===== src/rtl/mem_access_sequencer.sv =====
// Bus-cycle sequencer: issues one read/write to the MemoryInterface, waits for MFC/ERROR
// with a timeout, returns a one-cycle response and keeps a saturating error count.
//
// state     | meaning
// S_IDLE    | bus released, accepting a request
// S_ACCESS  | bus driven from latched request, waiting for MFC/ERROR/timeout
// S_RESPOND | one-cycle response pulse with error code
// S_RELEASE | bus released, waiting for MFC to drop (bounded)
module mem_access_sequencer #(
    parameter int TIMEOUT_CYCLES = 15,
    parameter int WIDTH          = 32
) (
    input  logic             i_Clock,
    input  logic             i_Reset,
    input  logic             i_REQ_Valid,
    input  logic             i_REQ_Write,
    input  logic [WIDTH-1:0] i_REQ_Address,
    input  logic [WIDTH-1:0] i_REQ_Data,
    output logic             o_REQ_Ready,
    output logic             o_RSP_Valid,
    output logic [WIDTH-1:0] o_RSP_Data,
    output logic [1:0]       o_RSP_ErrCode,
    output logic [7:0]       o_ERR_Count,
    output logic [WIDTH-1:0] o_MEM_Address,
    output logic [WIDTH-1:0] o_MEM_Data_In,
    output logic [1:0]       o_MEM_r_w_z_z,
    input  logic [WIDTH-1:0] i_MEM_Data_Out,
    input  logic             i_MEM_MFC,
    input  logic             i_MEM_ERROR
);

    localparam logic [7:0] TIMER_LAST = 8'(TIMEOUT_CYCLES - 1);

    localparam logic [1:0] CODE_OK      = 2'b00;
    localparam logic [1:0] CODE_ERROR   = 2'b01;
    localparam logic [1:0] CODE_TIMEOUT = 2'b10;
    localparam logic [1:0] BUS_HIGHZ    = 2'b10;

    typedef enum logic [1:0] {
        S_IDLE    = 2'd0,
        S_ACCESS  = 2'd1,
        S_RESPOND = 2'd2,
        S_RELEASE = 2'd3
    } state_t;

    state_t             r_state;
    state_t             w_state_next;
    logic [7:0]         r_timer;
    logic [7:0]         w_timer_next;
    logic               r_write;
    logic [WIDTH-1:0]   r_address;
    logic [WIDTH-1:0]   r_data;
    logic [WIDTH-1:0]   r_rsp_data;
    logic [1:0]         r_err_code;
    logic [7:0]         r_err_count;

    logic               w_latch_req;
    logic               w_capture_data;
    logic               w_code_load;
    logic [1:0]         w_code_next;
    logic               w_err_inc;

    always_comb begin
        w_state_next   = r_state;
        w_timer_next   = r_timer;
        w_latch_req    = 1'b0;
        w_capture_data = 1'b0;
        w_code_load    = 1'b0;
        w_code_next    = r_err_code;
        w_err_inc      = 1'b0;
        case (r_state)
            S_IDLE: begin
                if (i_REQ_Valid) begin
                    w_latch_req  = 1'b1;
                    w_timer_next = 8'd0;
                    w_state_next = S_ACCESS;
                end
            end
            S_ACCESS: begin
                // ERROR beats MFC, and MFC beats a timeout landing in the same cycle
                if (i_MEM_ERROR) begin
                    w_code_load  = 1'b1;
                    w_code_next  = CODE_ERROR;
                    w_state_next = S_RESPOND;
                end else if (i_MEM_MFC) begin
                    w_code_load    = 1'b1;
                    w_code_next    = CODE_OK;
                    w_capture_data = ~r_write;
                    w_state_next   = S_RESPOND;
                end else if (r_timer == TIMER_LAST) begin
                    w_code_load  = 1'b1;
                    w_code_next  = CODE_TIMEOUT;
                    w_state_next = S_RESPOND;
                end else begin
                    w_timer_next = r_timer + 8'd1;
                end
            end
            S_RESPOND: begin
                w_timer_next = 8'd0;
                w_err_inc    = (r_err_code != CODE_OK);
                w_state_next = S_RELEASE;
            end
            S_RELEASE: begin
                if (!i_MEM_MFC) begin
                    w_state_next = S_IDLE;
                end else if (r_timer == TIMER_LAST) begin
                    w_err_inc    = 1'b1;
                    w_state_next = S_IDLE;
                end else begin
                    w_timer_next = r_timer + 8'd1;
                end
            end
            default: begin
                w_state_next = S_IDLE;
            end
        endcase
    end

    always_ff @(posedge i_Clock or posedge i_Reset) begin
        if (i_Reset) begin
            r_state     <= S_IDLE;
            r_timer     <= 8'd0;
            r_write     <= 1'b0;
            r_address   <= '0;
            r_data      <= '0;
            r_rsp_data  <= '0;
            r_err_code  <= CODE_OK;
            r_err_count <= 8'd0;
        end else begin
            r_state <= w_state_next;
            r_timer <= w_timer_next;
            if (w_latch_req) begin
                r_write   <= i_REQ_Write;
                r_address <= i_REQ_Address;
                r_data    <= i_REQ_Data;
            end
            if (w_capture_data) begin
                r_rsp_data <= i_MEM_Data_Out;
            end
            if (w_code_load) begin
                r_err_code <= w_code_next;
            end
            if (w_err_inc && (r_err_count != 8'hFF)) begin
                r_err_count <= r_err_count + 8'd1;
            end
        end
    end

    assign o_REQ_Ready   = (r_state == S_IDLE);
    assign o_RSP_Valid   = (r_state == S_RESPOND);
    assign o_RSP_Data    = r_rsp_data;
    assign o_RSP_ErrCode = r_err_code;
    assign o_ERR_Count   = r_err_count;
    assign o_MEM_Address = r_address;
    assign o_MEM_Data_In = r_data;
    assign o_MEM_r_w_z_z = (r_state == S_ACCESS) ? {1'b0, r_write} : BUS_HIGHZ;

endmodule


===== config.mk =====
export PLATFORM = sky130hd
export DESIGN_NAME = mem_access_sequencer
export DESIGN_NICKNAME = d
export VERILOG_FILES = /design/src/rtl/mem_access_sequencer.sv
export SDC_FILE = /design/constraint.sdc
export NUM_CORES = 1
export LEC_CHECK = 0
export CORE_AREA = 2 2 106 108
export DETAILED_ROUTE_END_ITERATION = 7
export DIE_AREA = 0 0 108 110
export PLACE_DENSITY = 0.87
export SLEW_MARGIN = 5
export SYNTH_ARGS = -nofsm -noshare
export SYNTH_HDL_FRONTEND = slang
export SYNTH_SLANG_ARGS = --single-unit

===== constraint.sdc =====
create_clock -name i_Clock -period 6.5 [get_ports i_Clock]
set_clock_uncertainty 0.15 [all_clocks]
set_input_delay 1.3 -clock i_Clock [delete_from_list [all_inputs] [get_ports i_Clock]]
set_output_delay 1.3 -clock i_Clock [all_outputs]
set_load 0.005 [all_outputs]

==> impl_metrics.json, run 1 <==
{
  "syn_inst": 313,
  "crit_chain": "inv_1 > ha_1 > and2_1 > clkdlybuf4s50_1",
  "insertion_delay_ns": 0.51,
  "grt_pass1_wl_um": 18500,
  "rows": 38,
  "path_clk_slew_ns": 0.06,
  "period_needed_ns": 3.47,
  "grt_max_degree": 79,
  "crit_slowest_cell": "clkdlybuf4s50_1",
  "syn_nets": 422,
  "clkSinkCount": 117,
  "p_leak_nw": 3.22,
  "postPlaceCellArea_sq_um": 6950,
  "cts-hold-fix-buffers": 0,
  "cts_buffers": 17,
  "drt-initial-drc-count": 113,
  "setup_viol": 0,
  "wl_um": 11900,
  "crit_path_start_kind": "flop",
  "coreArea_sq_um": 10700,
  "io_buffer_count": 211,
  "cp_max_fo": 8,
  "syn_to_final_growth_pct": 62.0,
  "grt_pass1_vias": 3701,
  "io_pins": 212,
  "multi_input_area_sq_um": 1690,
  "tritoncts": "yes",
  "fin_crit_sh": 0.533,
  "outcome": "finished clean",
  "dp_hpwl_um": 8490,
  "endpoint_kind": "output port",
  "register_area_sq_um": 2930,
  "antenna_found_initial": 0,
  "ys_types": 33,
  "fin_area_sq_um": 7600,
  "n_fill_cell": 728,
  "power_density_nw_per_um2": 480,
  "grt-ovfl-total": 0,
  "synth_edf_count": 0,
  "drive_above_1_share": 0.249,
  "async_reset_ff_frac": 1.00,
  "diodes": 0,
  "finalSetupTns_ns": 0,
  "fp.dieH_um": 110,
  "crit_buf_inv": 2,
  "cp.required_ns": 5.05,
  "avgSynthCellArea_sq_um": 15.0,
  "hold_violations": 0,
  "root_buffer": "clkbuf_8",
  "clk_path_buf_depth": 2,
  "arrival_ns": 2.02,
  "synth_area_sq_um": 4690,
  "fmax_ghz": 0.289,
  "relSlewSlack": 0.371,
  "hold_path.class": "flop to flop",
  "vias_per_cell": 4.95,
  "yosys_warnings": 0,
  "grt_usage": 0.207,
  "ys.flop_type": "dfrtp_1",
  "drcViolationCount": 0,
  "firstDrtPassIters": 4,
  "gp_congestion": 0.887,
  "ir_drop_mv": 0.283,
  "fin_nets": 644,
  "wl_per_cell_um": 17.4,
  "cts_resized": 0,
  "h-tree-depth": 4,
  "ys_seq_area_frac": 0.624,
  "slew_viol_final": 0,
  "die_w_um": 108,
  "maxCapViolCount": 0,
  "cp_top_family": "buffers and inverters",
  "critPathKind": "flop to output port",
  "postCtsSetupBuffers": 0,
  "vias": 3398,
  "ant_nets": 0,
  "tightestPinTransition_ns": 0.944,
  "rsz0062_at_grt": "false",
  "cp_slowest_stage_delay_ns": 0.49,
  "die_area_sq_um": 11900,
  "ys_ff_latch": 117,
  "initial_core_util": 0.438
}
[worst paths after layout]
kind / startpoint / endpoint / slack (ns) / cells past startpoint
setup reg to reg: r_state[1] / o_RSP_Data[25] / 4.14 / 6
setup / recovery: r_state[1] / o_MEM_r_w_z_z[0] / 3.03 / 4
hold reg to reg: o_MEM_Address[4] / o_MEM_Address[4] / 0.35 / 1
max in group asynchronous: i_Reset / o_RSP_Data[29] / 3.91 / 3
min in group asynchronous: i_Reset / o_MEM_Data_In[30] / 1.21 / 2
hold / removal: o_MEM_Address[4] / o_MEM_Address[4] / 0.35 / 1
[Yosys cell counts, types with 2 or more instances]
master	number	area, sq um
clkbuf_1	2	7.51
inv_1	7	26.3
nand2_1	8	30.0
buf_2	9	45.0
xnor2_1	8	70.1
mux2_1	2	22.5
or3_1	4	25.0
ha_1	7	87.6
and2_1	2	12.5
and3_1	3	18.8
nand3_1	4	20.0
o21ai_0	8	40.0
mux2_2	97	1090
nor3_1	3	15.0
nor2_1	5	18.8
a21oi_1	5	25.0
dfrtp_1	117	2930
nor4_4	2	42.5
and4_1	2	17.5
o31ai_1	2	15.0
nand4_1	4	25.0
[report_power, final]
group          total [W]  switching (W)  leakage [nW]  internal [W]
Clock            0.00101       0.000315         0.317      0.000698
Sequential       0.00125       0.000185          1.43       0.00106
Combinational    0.00139       0.000454          1.48      0.000933
[routing by layer]
layer / up-vias / wire length [um] / global-route usage
met1: 1678 / 4090 / 0.206
met5: - / 0 / 0
met2: 131 / 6570 / 0.379
met3: 30 / 948 / 0.0794
met4: 0 / 314 / 0.0980
li1: 1559 / - / -
[final cells by class]
| type | count | area share |
|---|---|---|
| repair buffers | 214 | 0.281 |
| well taps | 140 | 0.0231 |
| inverters | 7 | 0.00379 |
| multi-input cells | 178 | 0.222 |
| flip-flops and latches | 117 | 0.385 |
| clock buffers | 22 | 0.0623 |
| clock inverters | 9 | 0.0227 |
[placed cells by master (no fill, tap or decap), types with 2 or more instances in the layout]
master / instances
nand3_1: 4
nor3_1: 3
o31ai_1: 2
buf_4: 3
nor4_4: 2
clkdlybuf4s50_1: 211
and4_1: 2
nand4_1: 4
xnor2_1: 8
nand2_1: 7
dfrtp_1: 117
clkbuf_8: 5
mux2_2: 97
clkbuf_16: 16
inv_1: 6
nor2_1: 5
and2_1: 2
a21oi_1: 5
and3_1: 3
o21ai_0: 8
bufinv_16: 5
clkinv_2: 3
ha_1: 7
mux2_1: 2
or3_1: 4
[flip-flops by register name, summed over array words and instances, names as in the netlist]
name           flops
o_ERR_Count        8
o_MEM_Address     32
o_MEM_Data_In     32
o_RSP_Data        32
o_RSP_ErrCode      2
r_state            2
r_timer            8
r_write            1
[kinds of logic after synthesis]
family / share of synthesized area
fa+ha+maj: 0.0187
flops: 0.624
xor+xnor: 0.0168
simple gates: 0.0542
compound gates: 0.0315
mux: 0.238
buf+inv: 0.0168
[per-stage QoR]
step	hold slack, ns	std cells	worst slack, ns	utilization	power, W
after floorplan	0.332	313	1.95	-	0.00179
after global routing	0.366	687	2.90	0.710	0.00384
after detailed placement	0.342	656	3.13	0.650	0.00265
final	0.351	687	3.03	0.710	0.00365
after CTS	0.354	687	3.02	0.710	0.00369
after global placement	0.322	656	3.21	0.650	0.00259
No activity file was read; power rests on OpenSTA's default activity.
==> run 2: changes to the inputs <==
Settings changed: CORE_AREA 2 2 106 108 to 2 2 109 111, DIE_AREA 0 0 108 110 to 0 0 111 113, PLACE_DENSITY 0.87 to 0.83.
Clock period 6.5 ns to 3.57 ns, I/O delays scaled along.
==> run 2 against run 1 <==
  * Final area is 0.20% higher
  * Combinational power is 83% higher
  * Clock power is 70% higher
  * Count of clock-buffer cells in the layout is 2 lower
  * Setup slack worse by 2.2 ns
  * Flip-flop and latch count stayed put
  * Register-to-register slack worse by 2.9 ns
  * Wire length is 0.73% lower
  * Core utilization is 3.5 points lower
==> impl_metrics.json, run 2 (same netlist as run 1, synthesis figures left out) <==
{
  "finalSetupTns_ns": 0,
  "cts_resized": 0,
  "initial_core_util": 0.416,
  "clkSinkCount": 117,
  "cp_slowest_stage_delay_ns": 0.51,
  "fin_crit_sh": 0.775,
  "fin_hold_ws_ns": 0.342,
  "power_density_nw_per_um2": 858,
  "die_area_sq_um": 12500,
  "total_power_w": 0.00653,
  "syn_to_final_growth_pct": 62.3,
  "p_leak_nw": 3.22,
  "endpoint_kind": "output port",
  "clk_path_buf_depth": 2,
  "drive_above_1_share": 0.251,
  "hold_violations": 0,
  "period_needed_ns": 2.77,
  "cp.required_ns": 2.71,
  "h-tree-depth": 4,
  "cts-hold-fix-buffers": 0,
  "maxCapViolCount": 0,
  "setup_viol": 0,
  "outcome": "finished clean",
  "wl_um": 11800,
  "crit_path_start_kind": "flop",
  "tightestPinTransition_ns": 0.881,
  "crit_slowest_cell": "clkdlybuf4s50_1",
  "postCtsSetupBuffers": 0,
  "grt_usage": 0.193,
  "slew_viol_final": 0,
  "gp_congestion": 0.809,
  "io_pins": 212,
  "grt_pass1_vias": 3739,
  "cp_max_fo": 8,
  "fin_nets": 645,
  "relSlewSlack": 0.411,
  "drt-initial-drc-count": 148,
  "insertion_delay_ns": 0.40,
  "path_clk_slew_ns": 0.06,
  "ir_drop_mv": 0.462,
  "dp_hpwl_um": 8610,
  "tritoncts": "yes",
  "layout_setup_ws_ns": 0.804,
  "vias": 3399,
  "antenna_found_initial": 0,
  "critPathKind": "flop to output port",
  "vias_per_cell": 4.91,
  "crit_chain": "inv_1 > ha_1 > and2_1 > clkdlybuf4s50_1",
  "drcViolationCount": 0,
  "grt_max_degree": 66,
  "grt-ovfl-total": 0,
  "arrival_ns": 1.90,
  "die_w_um": 111,
  "wl_per_cell_um": 17.1,
  "fp.dieH_um": 113,
  "firstDrtPassIters": 4,
  "io_buffer_count": 211,
  "rsz0062_at_grt": "false",
  "fmax_ghz": 0.362,
  "rows": 39,
  "hold_path.class": "flop to flop",
  "utilization": 0.675,
  "diodes": 0,
  "root_buffer": "clkbuf_16",
  "grt_pass1_wl_um": 18900,
  "cts_buffers": 17,
  "final_common_cell": "clkdlybuf4s50_1",
  "coreArea_sq_um": 11300,
  "pre_cts_ws_ns": 0.850,
  "final_cell_mix": "clkdlybuf4s50_1, dfrtp_1, mux2_2",
  "ant_nets": 0
}
-- run 2: changes by cell type in the layout (fill, tap and decap cells not counted), sizes merged --
cell,previous run,this run
clkinv,3,6
clkinvlp,1,4
bufinv,5,3
clkbuf,22,20
buf,3,4
inv,7,6
-- run 2: power breakdown --
| group | internal (W) | switching, W | leakage, nW |
|---|---|---|---|
| Combinational | 0.00171 | 0.000834 | 1.50 |
| Clock | 0.00113 | 0.000586 | 0.292 |
| Sequential | 0.00193 | 0.000333 | 1.43 |
-- run 2: cell type report --
class	count	area, sq um
clock buffer	20	457
clock inverter	12	154
fill	818	3660
inverter	7	30.0
multi-input combinational	178	1690
sequential	117	2930
tap	143	179
timing repair buffer	215	2180
-- run 2: metal layers --
metal,vias up,wire length [um],GRT usage
met5,-,0,0
met4,0,220,0.0775
met3,17,976,0.0782
met2,144,6270,0.335
met1,1678,4370,0.211
li1,1560,-,-
-- run 2: metrics by stage --
stage                     cells  area, sq um
final                       692         7610
after global routing        692         7610
after CTS                   692         7610
after floorplan             313         4690
after detailed placement    660         7000
after global placement      660         7000
-- run 2: path summary, 6_finish.rpt --
kind | slack, ns | start | cells after the start | to
max | 0.80 | r_state[1] | 4 | o_MEM_r_w_z_z[0]
min | 0.34 | o_RSP_Data[24] | 1 | o_RSP_Data[24]
max reg2reg | 1.23 | r_state[0] | 7 | r_timer[7]
min reg2reg | 0.34 | o_RSP_Data[24] | 1 | o_RSP_Data[24]
max in group asynchronous | 1.85 | i_Reset | 3 | o_RSP_Data[14]
min in group asynchronous | 0.70 | i_Reset | 2 | o_MEM_Data_In[23]
-- run 2: critical path, delay by kind of cell, from the launching register on --
family                     cells  cell delay, ns
adders and majority gates      1            0.31
buffers and inverters          2            0.60
DFF                            1            0.42
and+or+nand+nor                1            0.18
